==> src/rtl/key_pulse_gen.sv <==
// Push-button front end: per-key synchroniser, debouncer and press detector, emitting one
// single-cycle pulse per confirmed press with left > right > up > down arbitration.
module key_pulse_gen #(
  parameter int unsigned DEB_CYCLES   = 1000000,
  parameter int unsigned CNT_W        = 20,
  parameter logic        ACTIVE_LEVEL = 1'b1
) (
  input  logic       clk,
  input  logic       rst,
  input  logic [5:0] key_raw,
  output logic       restart_pulse,
  output logic       left_pulse,
  output logic       right_pulse,
  output logic       up_pulse,
  output logic       down_pulse,
  output logic       change_pulse,
  output logic [5:0] key_level
);

  localparam int unsigned      NumKeys   = 6;
  localparam logic [CNT_W-1:0] CntMax    = CNT_W'(DEB_CYCLES - 1);
  localparam logic [5:0]       RelLevel  = {6{~ACTIVE_LEVEL}};
  localparam logic             StIdle    = 1'b0;
  localparam logic             StPressed = 1'b1;

  logic [5:0]       sync1_q, sync2_q;
  logic [5:0]       pressed;
  logic [CNT_W-1:0] cnt_q [NumKeys];
  logic [CNT_W-1:0] cnt_d [NumKeys];
  logic [5:0]       level_q, level_d;
  logic [5:0]       state_q, state_d;
  logic [5:0]       rise;
  logic [5:0]       pulse_q, pulse_d;

  // Normalise polarity so that 1 always means pressed.
  assign pressed = sync2_q ^ RelLevel;

  always_comb begin
    level_d = level_q;
    state_d = state_q;
    rise    = '0;
    for (int k = 0; k < NumKeys; k++) begin
      cnt_d[k] = '0;
      if (pressed[k] != level_q[k]) begin
        if (cnt_q[k] == CntMax) begin
          level_d[k] = ~level_q[k];
        end else begin
          cnt_d[k] = cnt_q[k] + CNT_W'(1);
        end
      end

      case (state_q[k])
        StIdle: begin
          if (level_q[k]) begin
            state_d[k] = StPressed;
            rise[k]    = 1'b1;
          end
        end
        default: begin
          if (!level_q[k]) begin
            state_d[k] = StIdle;
          end
        end
      endcase
    end
  end

  // Restart and change bypass the direction arbiter.
  always_comb begin
    pulse_d    = '0;
    pulse_d[0] = rise[0];
    pulse_d[5] = rise[5];
    pulse_d[1] = rise[1];
    pulse_d[2] = rise[2] & ~rise[1];
    pulse_d[3] = rise[3] & ~|rise[2:1];
    pulse_d[4] = rise[4] & ~|rise[3:1];
  end

  always_ff @(posedge clk or posedge rst) begin
    if (rst) begin
      sync1_q <= RelLevel;
      sync2_q <= RelLevel;
      level_q <= '0;
      state_q <= {6{StIdle}};
      pulse_q <= '0;
      for (int k = 0; k < NumKeys; k++) begin
        cnt_q[k] <= '0;
      end
    end else begin
      sync1_q <= key_raw;
      sync2_q <= sync1_q;
      level_q <= level_d;
      state_q <= state_d;
      pulse_q <= pulse_d;
      for (int k = 0; k < NumKeys; k++) begin
        cnt_q[k] <= cnt_d[k];
      end
    end
  end

  assign restart_pulse = pulse_q[0];
  assign left_pulse    = pulse_q[1];
  assign right_pulse   = pulse_q[2];
  assign up_pulse      = pulse_q[3];
  assign down_pulse    = pulse_q[4];
  assign change_pulse  = pulse_q[5];
  assign key_level     = level_q;

endmodule

==> config.mk <==
export PLATFORM = sky130hd
export DESIGN_NAME = key_pulse_gen
export DESIGN_NICKNAME = d
export VERILOG_FILES = /design/src/rtl/key_pulse_gen.sv
export SDC_FILE = /design/constraint.sdc
export NUM_CORES = 1
export LEC_CHECK = 0
export BUFFER_PORTS_ARGS = -buffer_cell sky130_fd_sc_hd__buf_2
export CAP_MARGIN = 20
export CORE_MARGIN = 5
export CORE_UTILIZATION = 35
export CTS_CLUSTER_SIZE = 30
export DETAILED_ROUTE_END_ITERATION = 8
export HOLD_SLACK_MARGIN = 0.06
export SKIP_LAST_GASP = 1
export SYNTH_ARGS = -nofsm -noshare
export SYNTH_HDL_FRONTEND = slang
export SYNTH_SLANG_ARGS = --single-unit
export TNS_END_PERCENT = 5
==> constraint.sdc <==
create_clock -name clk -period 5.2 [get_ports clk]
set_input_delay 1.04 -clock clk [delete_from_list [all_inputs] [get_ports clk]]
set_output_delay 1.04 -clock clk [all_outputs]
set_load 0.02 [all_outputs]
======== Word level (Yosys, flattened, before mapping) ========
Index checks and enable logic that the tools add are counted.
word-level totals
  output and inout port bits .............. 12
  input bits .............................. 8
  register bits after elaboration ......... 150
  word-level logic and storage cells ...... 78
cells by class
  $add $sub $neg .......................... 6
  bitwise operators ....................... 10
  reduce and logical (&&, ||, !) cells .... 10
  multiplexer cells ....................... 24
  eq/ne operators ......................... 12
operators with widths
  kind                     number
  $mux W20                 12
  $add A20 B1 Y20 const B  6
  $eq A20 B20 Y1 const B   6
  $mux W1                  12
  $reduce_and A2 Y1        6
  $not A1 Y1               7
  $ne A1 B1 Y1             6
  $and A1 B1 Y1            3
  $reduce_or A3 Y1         1
  $logic_not A1 Y1         2
  $reduce_or A2 Y1         1

======== Longest topological paths before layout ========
  depth after elaboration ................. 5
  depth in mapped cells ................... 6

======== Least setup slack after synthesis ========
Ideal clock, no wire load.
  path type ............................... register to register
  from .................................... register cnt_q[35] (netlist name)
  to ...................................... register cnt_q[26] (netlist name)
  setup time .............................. 0.119 ns
  buffers on the path ..................... 1
  slack ................................... 3.208 ns
  stages on the path, launching flop included .. 6
  data arrival time ....................... 1.874 ns
  data required time ...................... 5.081 ns
  path through ............................ dfrtp_1 > or4b_1 > or4_4 > o21ai_4 > buf_4 > nor2_1
RTL lines
  what                             line  source
  start, declared                  28    logic [CNT_W-1:0] cnt_q [NumKeys];
  start signal, assigned by index  96    cnt_q[k] <= cnt_d[k];

==> metrics.log <==
INFO  metric status = finished, final reports clean
INFO  metric die_area = 22800 µm²
INFO  metric num-nets-final = 723
INFO  metric finalCritPeriodShare = 44.1%
INFO  metric vdd.ir_drop.worst = 0.235 mV
INFO  metric combined_area_of_the_multi_input_logic_cells = 3010 µm²
INFO  metric period_needed = 2290 ps
INFO  metric antennaDiodeCount = 0
INFO  metric syn-num-nets = 703
INFO  metric die_height = 151 µm
INFO  metric count_of_fill_cells_added_during_filler_insertion = 1918
INFO  metric timing.critical_path.slowest_stage_cell = sky130_fd_sc_hd__or4b_2
INFO  metric core-area = 19500 µm²
INFO  metric grt_util_all_layers = 12.2%
INFO  metric htreeDepth = 4
INFO  metric cp.buffers_inverters = 1
INFO  metric placed_area = 7330 µm²
INFO  metric power.density_cell_area = 315 nW/µm²
INFO  metric final-seq-area = 3750 µm²
INFO  metric whs = 349 ps
INFO  metric drtIter0Drc = 357
INFO  metric synthesis.instances = 689
INFO  metric timing.critical_path.slowest_cell_delay = 680 ps
INFO  metric upper_clock_frequency_limit = 0.436 GHz
INFO  metric grt_antenna_before_repair = 0
INFO  metric critPathMaxFanout = 12
INFO  metric max-cap-violations = 0
INFO  metric cts_root_buffer = sky130_fd_sc_hd__clkbuf_16
INFO  metric timing.critical_path.from = cnt_q[116]
INFO  metric grt_overflow_total = 0
INFO  metric cts_sinks = 150
INFO  metric yosys_register_bits = 150
INFO  metric worst-endpoint-arrival = 2590 ps
INFO  metric crit_family = simple AND/OR/NAND/NOR gates
INFO  metric clk_pin_slew_worst_paths = 70 ps
INFO  metric drt_first_pass_iters = 5
INFO  metric start_kind = register
INFO  metric rsz0062_at_grt = false
INFO  metric grt_max_degree = 85
INFO  metric worst_hold_path_type = reg -> reg
INFO  metric post_drt_via_cell_ratio = 5.00
INFO  metric routabilityCongestion = 0.747
INFO  metric hold_viol_final = 0
INFO  metric worstSetupPathType = reg -> reg
INFO  metric finalWirelength = 12.7 mm
INFO  metric most_instantiated_flip_flop_cell_in_the_synthesis_netlist = sky130_fd_sc_hd__dfrtp_1
INFO  metric routed_wire_length_per_instance = 12.9 µm
INFO  metric i_o_pin_count = 20
INFO  metric finalInstanceArea = 7930 µm²
INFO  metric worst_pin_slew = 788 ps
INFO  metric grt_pass1_vias = 4778
INFO  metric setup_viol = 0
INFO  metric layout-drive-gt1-share = 11.2%
INFO  metric netlist-cell-type-count = 38
INFO  metric final_antenna_net_count = 0
INFO  metric areaGrowthSynthToFinish = 14.1%
INFO  metric tritoncts = done
INFO  metric worst_slew_margin_rel = 47.1%
INFO  metric synth_sequential_area_ratio = 54.0%
INFO  metric cell_by_cell_trace_of_the_critical_path = nand3_1 > or4b_2 > o31ai_2 > buf_4 > a21oi_1
INFO  metric syn_area_per_cell = 10.1 µm²
INFO  metric setup_tns_final = 0 ps
INFO  metric end_kind = register
INFO  metric wire_length_of_the_first_global_routing_pass = 22.6 mm
INFO  metric worstSkewPairLatency = 420 ps
INFO  metric via_count = 4934
INFO  metric std_cell_rows = 51
INFO  metric synth-async-reset-ratio = 100%
INFO  metric initial_core_utilization = 35.6%
INFO  metric cts_buffer_depth = 2
INFO  metric place_hpwl = 8.58 mm
INFO  metric floorplan.die.width = 151 µm
INFO  metric mostFrequentLayoutCells = sky130_fd_sc_hd__dfrtp_1, sky130_fd_sc_hd__nor2_1, sky130_fd_sc_hd__nand3_1
INFO  metric yosys_warnings = 0
INFO  metric final_max_slew_viol_count = 0
INFO  metric post_cts.resized_instances = 0
INFO  metric regToRegStartpoint = cnt_q[116]
INFO  metric remaining_drc_errors = 0
INFO  metric commonest_non_fill_non_tap_cell_in_the_layout = sky130_fd_sc_hd__dfrtp_1
INFO  metric post_synth_instance_area = 6950 µm²
INFO  metric leakage = 0.00323 µW
INFO  metric hold_path.startpoint = sync1_q[1]
INFO  metric postCtsSetupBuffers = 0
INFO  metric port_buffers = 19
INFO  metric crit_path_required_time = 5500 ps
INFO  metric cts_hold_buffers = 0
INFO  metric synth-edff-count = 0
INFO  metric skew = 10.2 ps
INFO  metric cts_bufs_inserted = 17
[cell usage after synthesis, types with 4 or more instances]
library cell / instances / area [µm²]
sky130_fd_sc_hd__dfrtp_1: 150 / 3750
sky130_fd_sc_hd__nor2_1: 85 / 319
sky130_fd_sc_hd__nand3_1: 42 / 210
sky130_fd_sc_hd__a21oi_1: 41 / 205
sky130_fd_sc_hd__nand2_1: 37 / 139
sky130_fd_sc_hd__xor2_1: 37 / 324
sky130_fd_sc_hd__xnor2_1: 36 / 315
sky130_fd_sc_hd__or4_1: 28 / 210
sky130_fd_sc_hd__inv_1: 26 / 97.6
sky130_fd_sc_hd__nand4_1: 24 / 150
sky130_fd_sc_hd__or3_1: 24 / 150
sky130_fd_sc_hd__o21ai_0: 23 / 115
sky130_fd_sc_hd__o31ai_1: 19 / 143
sky130_fd_sc_hd__clkbuf_1: 14 / 52.6
sky130_fd_sc_hd__nor3_1: 14 / 70.1
sky130_fd_sc_hd__nor4_1: 12 / 75.1
sky130_fd_sc_hd__and3_1: 11 / 68.8
sky130_fd_sc_hd__buf_2: 7 / 35.0
sky130_fd_sc_hd__and2_1: 6 / 37.5
sky130_fd_sc_hd__ha_1: 6 / 75.1
sky130_fd_sc_hd__mux2_2: 6 / 67.6
sky130_fd_sc_hd__nor2b_1: 6 / 37.5
sky130_fd_sc_hd__and4_1: 4 / 35.0
sky130_fd_sc_hd__nand2b_1: 4 / 25.0
sky130_fd_sc_hd__nand3_2: 4 / 40.0
sky130_fd_sc_hd__nor4b_1: 4 / 35.0
[report_power, final]
part,total [µW],switching (µW),internal (µW)
logic,67.2,48.7,18.4
registers,1200,13.9,1180
clock network,1230,512,717
total,2490,575,1920
[registers in the layout, indices dropped and copies added, names as in the netlist]
register and flops:
sync1_q 6, key_level 6, pulse_q 6, pressed 6, state_q 6, cnt_q 120
[metal layers]
| metal | part of all wire, % | track usage [%] | up-vias | wire (µm) |
|---|---|---|---|---|
| met1 | 50 | 16.2 | 2390 | 6320 |
| met5 | 0 | 0 | - | 0 |
| met3 | 2.7 | 2.84 | 11 | 344 |
| met2 | 46 | 19.4 | 53 | 5900 |
| met4 | 1.3 | 4.58 | 0 | 170 |
| li1 | - | - | 2480 | - |
[worst paths after layout]
kind                               to  slack (ps)  cells after the start
max in group asynchronous   cnt_q[24]        3390                      3
setup reg to reg           cnt_q[115]        2910                      5
hold / removal             pressed[1]         350                      0
setup / recovery           cnt_q[115]        2910                      5
min in group asynchronous  pulse_q[5]         720                      2
hold reg to reg            pressed[1]         350                      0
[worst reg2reg max path: stages, from the launching register on]
cell                      delay [ps]
sky130_fd_sc_hd__dfrtp_1         400
sky130_fd_sc_hd__nand3_1         120
sky130_fd_sc_hd__or4b_2          680
sky130_fd_sc_hd__o31ai_2         600
sky130_fd_sc_hd__buf_4           300
sky130_fd_sc_hd__a21oi_1          70
[logic make-up after synthesis]
| kind of cell | Yosys count | synth area share [%] |
|---|---|---|
| simple gates | 317 | 24.6 |
| flops | 150 | 54.0 |
| compound gates | 87 | 7.22 |
| xor+xnor | 73 | 9.20 |
| buf+inv | 50 | 2.92 |
| mux | 6 | 0.972 |
| fa+ha+maj | 6 | 1.08 |
[layout make-up]
type	count	share of cell area (%)
well taps	265	4.18
inverters	26	1.29
repair buffers	25	1.77
flip-flops and latches	150	47.3
clock buffers	17	5.37
clock inverters	15	2.11
multi-input cells	489	37.9
[metrics by stage]
step	total power, µW	worst slack, ps	instances	util [%]
finish	2490	2910	987	40.6
global route	2600	2710	987	40.6
CTS	2530	2890	987	40.6
detailed placement	1290	2880	955	37.6
global placement	1290	2870	955	37.6
floorplan	1270	124	689	-
Power figures use the tool's default switching activity.
